`config.mk`:
```
export PLATFORM = sky130hd
export DESIGN_NAME = mem_arbiter_flat
export DESIGN_NICKNAME = d
export VERILOG_FILES = /design/src/rtl/mem_arb_pkg.sv /design/src/rtl/mem_arbiter_if.sv /design/src/rtl/mem_arb_grant.sv /design/src/rtl/mem_arbiter.sv /design/src/flat_wrapper.sv
export SDC_FILE = /design/constraint.sdc
export NUM_CORES = 1
export LEC_CHECK = 0
export CORE_ASPECT_RATIO = 0.9
export CORE_MARGIN = 4
export CORE_UTILIZATION = 32
export CTS_CLUSTER_SIZE = 30
export DETAILED_ROUTE_END_ITERATION = 10
export PLACE_DENSITY = 0.87
export REMOVE_ABC_BUFFERS = 1
export SYNTH_ARGS = -nofsm -noshare
export SYNTH_HDL_FRONTEND = slang
export SYNTH_SLANG_ARGS = --single-unit
```
`constraint.sdc`:
```
create_clock -name clk -period 4 [get_ports clk]
set_input_delay 0.4 -clock clk [delete_from_list [all_inputs] [get_ports clk]]
set_output_delay 0.4 -clock clk [all_outputs]
set_load 0.01 [all_outputs]
```
`src/rtl/mem_arb_pkg.sv`:
```
// Shared types and block geometry for the unified-memory arbiter.
package mem_arb_pkg;

    typedef enum logic {IDLE, FILL} state_e;
    typedef enum logic {OWN_I, OWN_D} owner_e;

    // Block geometry is fixed here; the arbiter's BLOCK_WORDS parameter must agree.
    localparam int BLOCK_WORDS_CFG = 8;
    localparam int OFFS_W          = $clog2(BLOCK_WORDS_CFG);
    localparam int BLK_BYTE_BITS   = OFFS_W + 1;

    localparam int REQ_WR = 0;
    localparam int REQ_DF = 1;
    localparam int REQ_IF = 2;
    localparam int NREQ   = 3;

endpackage

```
`src/rtl/mem_arbiter_if.sv`:
```
// Cache-side requests, fill return path and memory bus of the arbiter; master = arbiter.
interface mem_arbiter_if #(
    parameter int AWIDTH = 16,
    parameter int DWIDTH = 16
);
    logic                          i_fill_req;
    logic [AWIDTH-1:0]             i_fill_addr;
    logic                          i_fill_valid;
    logic                          i_fill_done;
    logic                          d_fill_req;
    logic [AWIDTH-1:0]             d_fill_addr;
    logic                          d_fill_valid;
    logic                          d_fill_done;
    logic                          d_wr_req;
    logic [AWIDTH-1:0]             d_wr_addr;
    logic [DWIDTH-1:0]             d_wr_data;
    logic                          d_wr_ack;
    logic [DWIDTH-1:0]             fill_data;
    logic [mem_arb_pkg::OFFS_W-1:0] fill_word;
    logic [AWIDTH-1:0]             mem_addr;
    logic [DWIDTH-1:0]             mem_data_in;
    logic                          mem_enable;
    logic                          mem_wr;
    logic [DWIDTH-1:0]             mem_data_out;
    logic                          mem_data_valid;

    modport master (
        input  i_fill_req, i_fill_addr, d_fill_req, d_fill_addr,
        input  d_wr_req, d_wr_addr, d_wr_data, mem_data_out, mem_data_valid,
        output i_fill_valid, i_fill_done, d_fill_valid, d_fill_done, d_wr_ack,
        output fill_data, fill_word, mem_addr, mem_data_in, mem_enable, mem_wr
    );

    modport slave (
        output i_fill_req, i_fill_addr, d_fill_req, d_fill_addr,
        output d_wr_req, d_wr_addr, d_wr_data, mem_data_out, mem_data_valid,
        input  i_fill_valid, i_fill_done, d_fill_valid, d_fill_done, d_wr_ack,
        input  fill_data, fill_word, mem_addr, mem_data_in, mem_enable, mem_wr
    );

endinterface

```
`src/rtl/mem_arb_grant.sv`:
```
// Request-to-grant selection: write first, then fills. Build option MEM_ARB_RR_EN
// alternates between the two fill sides on a tie instead of always favouring D.
module mem_arb_grant
    import mem_arb_pkg::*;
(
`ifdef MEM_ARB_RR_EN
    input  logic            clk,
    input  logic            rst,
    input  logic            take_i,
`endif
    input  logic [NREQ-1:0] req_i,
    output logic [NREQ-1:0] gnt_o
);

`ifdef MEM_ARB_RR_EN
    owner_e last_q, last_d;

    always_comb begin
        gnt_o  = '0;
        last_d = last_q;
        if (req_i[REQ_WR]) begin
            gnt_o[REQ_WR] = 1'b1;
        end else if (req_i[REQ_DF] && req_i[REQ_IF]) begin
            if (last_q == OWN_D) gnt_o[REQ_IF] = 1'b1;
            else                 gnt_o[REQ_DF] = 1'b1;
        end else if (req_i[REQ_DF]) begin
            gnt_o[REQ_DF] = 1'b1;
        end else if (req_i[REQ_IF]) begin
            gnt_o[REQ_IF] = 1'b1;
        end
        // Only a grant actually taken by the idle arbiter moves the history.
        if (take_i && gnt_o[REQ_DF])      last_d = OWN_D;
        else if (take_i && gnt_o[REQ_IF]) last_d = OWN_I;
    end

    always_ff @(posedge clk) begin
        if (rst) last_q <= OWN_D;
        else     last_q <= last_d;
    end
`else
    always_comb begin
        gnt_o = '0;
        if (req_i[REQ_WR])      gnt_o[REQ_WR] = 1'b1;
        else if (req_i[REQ_DF]) gnt_o[REQ_DF] = 1'b1;
        else if (req_i[REQ_IF]) gnt_o[REQ_IF] = 1'b1;
    end
`endif

endmodule

```
`src/rtl/mem_arbiter.sv`:
```
// Shares one single-port memory between I/D block fills and D write-through writes.
// Build option: define MEM_ARB_RR_EN for round-robin between the two fill requesters.
module mem_arbiter
    import mem_arb_pkg::*;
#(
    parameter int AWIDTH      = 16,
    parameter int DWIDTH      = 16,
    parameter int BLOCK_WORDS = BLOCK_WORDS_CFG,
    parameter int MEM_LATENCY = 4
) (
    input  logic          clk,
    input  logic          rst,
    mem_arbiter_if.master bus
);

    if (BLOCK_WORDS != BLOCK_WORDS_CFG || MEM_LATENCY < 1) begin : g_param_chk
        $error("mem_arbiter: BLOCK_WORDS must match mem_arb_pkg, MEM_LATENCY >= 1");
    end

    localparam logic [OFFS_W:0]   ISSUE_END = (OFFS_W + 1)'(BLOCK_WORDS);
    localparam logic [OFFS_W-1:0] RET_LAST  = OFFS_W'(BLOCK_WORDS - 1);
    localparam logic [AWIDTH-1:0] BASE_MASK = ~AWIDTH'((1 << BLK_BYTE_BITS) - 1);

    state_e              state_q, state_d;
    owner_e              owner_q, owner_d;
    logic [AWIDTH-1:0]   base_q, base_d;
    logic [OFFS_W:0]     issue_q, issue_d;
    logic [OFFS_W-1:0]   ret_q, ret_d;
    logic [NREQ-1:0]     req, gnt;

    always_comb begin
        req         = '0;
        req[REQ_WR] = bus.d_wr_req;
        req[REQ_DF] = bus.d_fill_req;
        req[REQ_IF] = bus.i_fill_req;
    end

`ifdef MEM_ARB_RR_EN
    logic take;
    assign take = (state_q == IDLE) && !rst;
`endif

    mem_arb_grant u_grant (
`ifdef MEM_ARB_RR_EN
        .clk    (clk),
        .rst    (rst),
        .take_i (take),
`endif
        .req_i  (req),
        .gnt_o  (gnt)
    );

    always_comb begin
        state_d          = state_q;
        owner_d          = owner_q;
        base_d           = base_q;
        issue_d          = issue_q;
        ret_d            = ret_q;
        bus.mem_enable   = 1'b0;
        bus.mem_wr       = 1'b0;
        bus.mem_addr     = '0;
        bus.mem_data_in  = '0;
        bus.d_wr_ack     = 1'b0;
        bus.i_fill_valid = 1'b0;
        bus.i_fill_done  = 1'b0;
        bus.d_fill_valid = 1'b0;
        bus.d_fill_done  = 1'b0;
        bus.fill_data    = '0;
        bus.fill_word    = '0;

        // Reset forces every output low in the same cycle, not just from the next one.
        if (!rst) begin
            unique case (state_q)
                IDLE: begin
                    if (gnt[REQ_WR]) begin
                        bus.mem_enable  = 1'b1;
                        bus.mem_wr      = 1'b1;
                        bus.mem_addr    = bus.d_wr_addr;
                        bus.mem_data_in = bus.d_wr_data;
                        bus.d_wr_ack    = 1'b1;
                    end else if (gnt[REQ_DF]) begin
                        base_d  = bus.d_fill_addr & BASE_MASK;
                        owner_d = OWN_D;
                        state_d = FILL;
                    end else if (gnt[REQ_IF]) begin
                        base_d  = bus.i_fill_addr & BASE_MASK;
                        owner_d = OWN_I;
                        state_d = FILL;
                    end
                end
                FILL: begin
                    if (issue_q < ISSUE_END) begin
                        bus.mem_enable = 1'b1;
                        bus.mem_addr   = base_q + AWIDTH'({issue_q, 1'b0});
                        issue_d        = issue_q + 1'b1;
                    end
                    if (bus.mem_data_valid) begin
                        bus.fill_data = bus.mem_data_out;
                        bus.fill_word = ret_q;
                        if (owner_q == OWN_D) bus.d_fill_valid = 1'b1;
                        else                  bus.i_fill_valid = 1'b1;
                        if (ret_q == RET_LAST) begin
                            if (owner_q == OWN_D) bus.d_fill_done = 1'b1;
                            else                  bus.i_fill_done = 1'b1;
                            state_d = IDLE;
                            issue_d = '0;
                            ret_d   = '0;
                        end else begin
                            ret_d = ret_q + 1'b1;
                        end
                    end
                end
                default: state_d = IDLE;
            endcase
        end
    end

    always_ff @(posedge clk) begin
        if (rst) begin
            state_q <= IDLE;
            owner_q <= OWN_I;
            issue_q <= '0;
            ret_q   <= '0;
        end else begin
            state_q <= state_d;
            owner_q <= owner_d;
            issue_q <= issue_d;
            ret_q   <= ret_d;
        end
    end

    always_ff @(posedge clk) begin
        base_q <= base_d;
    end

endmodule
```
`src/flat_wrapper.sv`:
```
// flat-port wrapper written by rule: the top's interface ports become plain ports
module mem_arbiter_flat import mem_arb_pkg::*;
#(
    parameter int AWIDTH      = 16,
    parameter int DWIDTH      = 16,
    parameter int BLOCK_WORDS = BLOCK_WORDS_CFG,
    parameter int MEM_LATENCY = 4
)
  (clk, rst, bus_i_fill_req, bus_i_fill_addr, bus_d_fill_req, bus_d_fill_addr, bus_d_wr_req, bus_d_wr_addr, bus_d_wr_data, bus_mem_data_out, bus_mem_data_valid, bus_i_fill_valid, bus_i_fill_done, bus_d_fill_valid, bus_d_fill_done, bus_d_wr_ack, bus_fill_data, bus_fill_word, bus_mem_addr, bus_mem_data_in, bus_mem_enable, bus_mem_wr);
  mem_arbiter_if #(.AWIDTH(AWIDTH), .DWIDTH(DWIDTH)) bus_i ();
  input  logic clk;
  input  logic rst;
  input wire logic [$bits(bus_i.i_fill_req)-1:0] bus_i_fill_req;
  input wire logic [$bits(bus_i.i_fill_addr)-1:0] bus_i_fill_addr;
  input wire logic [$bits(bus_i.d_fill_req)-1:0] bus_d_fill_req;
  input wire logic [$bits(bus_i.d_fill_addr)-1:0] bus_d_fill_addr;
  input wire logic [$bits(bus_i.d_wr_req)-1:0] bus_d_wr_req;
  input wire logic [$bits(bus_i.d_wr_addr)-1:0] bus_d_wr_addr;
  input wire logic [$bits(bus_i.d_wr_data)-1:0] bus_d_wr_data;
  input wire logic [$bits(bus_i.mem_data_out)-1:0] bus_mem_data_out;
  input wire logic [$bits(bus_i.mem_data_valid)-1:0] bus_mem_data_valid;
  output wire logic [$bits(bus_i.i_fill_valid)-1:0] bus_i_fill_valid;
  output wire logic [$bits(bus_i.i_fill_done)-1:0] bus_i_fill_done;
  output wire logic [$bits(bus_i.d_fill_valid)-1:0] bus_d_fill_valid;
  output wire logic [$bits(bus_i.d_fill_done)-1:0] bus_d_fill_done;
  output wire logic [$bits(bus_i.d_wr_ack)-1:0] bus_d_wr_ack;
  output wire logic [$bits(bus_i.fill_data)-1:0] bus_fill_data;
  output wire logic [$bits(bus_i.fill_word)-1:0] bus_fill_word;
  output wire logic [$bits(bus_i.mem_addr)-1:0] bus_mem_addr;
  output wire logic [$bits(bus_i.mem_data_in)-1:0] bus_mem_data_in;
  output wire logic [$bits(bus_i.mem_enable)-1:0] bus_mem_enable;
  output wire logic [$bits(bus_i.mem_wr)-1:0] bus_mem_wr;
  assign bus_i.i_fill_req = bus_i_fill_req;
  assign bus_i.i_fill_addr = bus_i_fill_addr;
  assign bus_i.d_fill_req = bus_d_fill_req;
  assign bus_i.d_fill_addr = bus_d_fill_addr;
  assign bus_i.d_wr_req = bus_d_wr_req;
  assign bus_i.d_wr_addr = bus_d_wr_addr;
  assign bus_i.d_wr_data = bus_d_wr_data;
  assign bus_i.mem_data_out = bus_mem_data_out;
  assign bus_i.mem_data_valid = bus_mem_data_valid;
  assign bus_i_fill_valid = bus_i.i_fill_valid;
  assign bus_i_fill_done = bus_i.i_fill_done;
  assign bus_d_fill_valid = bus_i.d_fill_valid;
  assign bus_d_fill_done = bus_i.d_fill_done;
  assign bus_d_wr_ack = bus_i.d_wr_ack;
  assign bus_fill_data = bus_i.fill_data;
  assign bus_fill_word = bus_i.fill_word;
  assign bus_mem_addr = bus_i.mem_addr;
  assign bus_mem_data_in = bus_i.mem_data_in;
  assign bus_mem_enable = bus_i.mem_enable;
  assign bus_mem_wr = bus_i.mem_wr;
  mem_arbiter #(.AWIDTH(AWIDTH), .DWIDTH(DWIDTH), .BLOCK_WORDS(BLOCK_WORDS), .MEM_LATENCY(MEM_LATENCY)) u_core (.clk(clk), .rst(rst), .bus(bus_i));
endmodule
```
==> impl_metrics.yaml <==
outcome:
  status: "finished, final reports clean"
timing:
  min_period_ps: 2819
  relSlewSlack_pct: 61.04
  min_period_over_period_pct: 70.47
  rsz0062_at_grt: "no"
  setup_viol: 0
  fin_worst_skew_ps: 2.346
  setup_tns_ps: 0
  fmax_ghz: 0.3548
  tightest_slew_ps: 582.5
  hold_viol: 0
  final_max_slew_viol_count: 0
power:
  power_density_nw_per_um2: 208.8
  peakVddDrop_mv: 0.2371
  power_w: 0.0005986
  p_leak_nw: 1.133
clock_tree:
  cts.htree.levels: 1
  postCtsSetupBuffers: 0
  cts_buffer_depth: 2
  cts_made_buffers: 3
  clk_pin_slew_worst_paths_ps: 70
  root_buffer: "clkbuf_8"
  cts_tree: "yes"
  insertion_delay_ps: 250
  holdBufCountCts: 0
  clock_sinks: 21
  post_cts_resized: 0
setup_path:
  r2r_slack_ps: 2700
  end_kind: "output pin"
  crit_required_ps: 3600
  cp.depth: 4
  r2r_start: "u_core.ret_q[0]"
  arrival_ps: 2420
  crit_path_frequent_cell: "clkdlybuf4s50_1"
  worstReg2RegEnd: "u_core.issue_q[1]"
  cp-start-kind: "primary input"
  critPathKind: "primary input to output pin"
  slowest_stage: "clkdlybuf4s50_1"
  crit_buf_inv: 2
  r2r_cells: 5
  slowest_delay_ps: 840
  cp_cell_sequence: "clkdlybuf4s50_1 > and2b_1 > or2_2 > clkdlybuf4s50_1"
  crit_start: "rst"
  crit_family: "buffers and inverters"
  cp_max_fo: 16
yosys:
  synth_area_um2: 1444
  ys_ff_latch: 21
  synthArstFlopShare_pct: 0
  synth_ff_type: "edfxtp_1"
  synth-edff-count: 12
  postSynthAreaPerCell_um2: 9.691
  synthesis.instances: 149
  ys_types: 36
  seq_area_frac_synth_pct: 37.44
  yosysWarnings: 0
drt:
  drt-vias-per-instance: 4.791
  ant_nets: 0
  dr_total_vias: 1624
  drtIter0Drc: 36
  drc: 0
  drt-total-wl_mm: 4.732
  drt_pass1_iterations: 4
  routedWlPerCell_um: 13.96
finish:
  area_delta_synth_final_pct: 98.53
  fillers: 341
  stdcell_area_um2: 2867
  num-nets-final: 370
  drive_above_1_share_pct: 8.961
  antennaDiodeCount: 0
global_routing:
  grt_max_degree: 23
  grt_pass1_wl_mm: 7.286
  track_usage_pct: 15.84
  grt_pass1_vias: 1586
  antenna_found_initial: 0
  grt_overflow: 0
die:
  fp.dieH_um: 71.73
  die_area_um2: 5652
  rows: 22
  dieWidth_um: 78.81
  ios: 144
  core_um2: 4212
  initial_utilization_pct: 34.28
min_path:
  hold_end: "u_core.ret_q[1]"
  hold_start: "u_core.ret_q[1]"
  min-delay-path-class: "flip-flop to flip-flop"
  hold_depth: 2
place:
  hpwlAfterDp_mm: 4.000
  portBuffers: 135
  gp_congestion: 0.7803
  postPlaceCellArea_um2: 2821
flow_run:
  max-cap-violations: 0
## kinds of logic after synthesis
logic type | Yosys count | synth area share [%]
buffers and inverters | 15 | 6.152
xor gates and xnor gates | 1 | 0.6067
AOI/OAI and AO/OA | 24 | 13.09
and+or+nand+nor | 71 | 29.20
adders and majority gates | 4 | 3.466
muxes | 13 | 10.05
DFF | 21 | 37.44
## cell usage after synthesis (2+ instances only)
master | instances | area share, %
and3_1 | 18 | 7.8
a22oi_1 | 5 | 2.6
buf_4 | 3 | 1.6
clkbuf_1 | 2 | 0.52
nand2_1 | 6 | 1.6
clkbuf_2 | 3 | 1.0
mux2_2 | 12 | 9.4
inv_1 | 3 | 0.78
edfxtp_1 | 12 | 25
buf_2 | 2 | 0.69
dfxtp_1 | 9 | 12
ha_1 | 4 | 3.5
a22o_1 | 10 | 6.1
and2b_1 | 3 | 1.6
a21oi_1 | 4 | 1.4
buf_6 | 2 | 1.6
nor2_1 | 12 | 3.1
and2_1 | 21 | 9.1
## how the worst max path moves through the flow
stage / end / slack, ps
final: bus_mem_enable / 1180
after global placement: bus_mem_enable / 1210
after detailed placement: bus_mem_enable / 1200
after floorplan: u_core.base_q[10] / 1840
after global routing: bus_mem_addr[4] / 1120
after CTS: bus_mem_enable / 1200
## worst min-delay path, delay by kind of cell, from the launching register on
family,cells,cell delay [ps]
flip-flops,1,320
AO/OA/AOI/OAI,1,50
AND/OR/NAND/NOR,1,60
## metrics by stage
stage / std cells / hold WS, ps / setup slack [ps] / utilization (%)
global placement: 335 / 458.4 / 1212 / 66.99
finish: 339 / 472.1 / 1181 / 68.06
CTS: 339 / 473.2 / 1202 / 68.06
global route: 339 / 520.1 / 1116 / 68.06
floorplan: 137 / 437.9 / 1842 / -
detailed placement: 335 / 462.8 / 1204 / 66.99
## per-layer routing
metal	GRT usage, %	wire, um	up-vias
li1	-	-	799
met1	16.69	1681	751
met2	30.63	2492	74
met3	5.653	558	0
met4	2.330	0	0
met5	0	0	-
## report_power, final
group / total [W] / switching, W / internal (W) / leakage [nW]
clock: 0.000135 / 0.0000647 / 0.0000708 / 0.0228
combinational: 0.000214 / 0.0000715 / 0.000143 / 0.927
sequential: 0.000249 / 0.00000880 / 0.000240 / 0.184
## state kept, by name (all words and copies together) (netlist names)
signal	flops
u_core.issue_q	4
u_core.state_q	1
u_core.base_q	12
u_core.owner_q	1
u_core.ret_q	3
## layout by cell type (no fill, tap or decap), drive strengths merged
cell type      netlist  layout
and2                22      22
mux2                12      12
a22o                10      10
nand2b               2       2
a31oi                1       1
buf                  7       3
inv                  3       3
nor3                 1       1
o32ai                1       1
and2b                3       3
and3                18      18
a32o                 1       1
nand3                1       1
nand3b               1       1
clkbuf               5       4
nor4                 1       1
nand2                6       6
edfxtp              12      12
nand4                1       1
nor2                12      12
a31o                 1       1
mux2i                1       1
or2                  1       1
a21oi                4       4
a22oi                5       5
a21bo                1       1
dfxtp                9       9
xor2                 1       1
nand4b               1       1
ha                   4       4
nor2b                1       1
clkdlybuf4s50        0     135
## final cells by class
class                   count  area (um2)  share of cell area [%]
well taps                  60       75.07                   2.619
repair buffers            138        1374                   47.93
multi-input cells         113       820.8                   28.63
flip-flops and latches     21       540.5                   18.86
clock buffers               4       45.04                   1.571
inverters                   3       11.26                  0.3928
(Power assumes the default switching activity.)
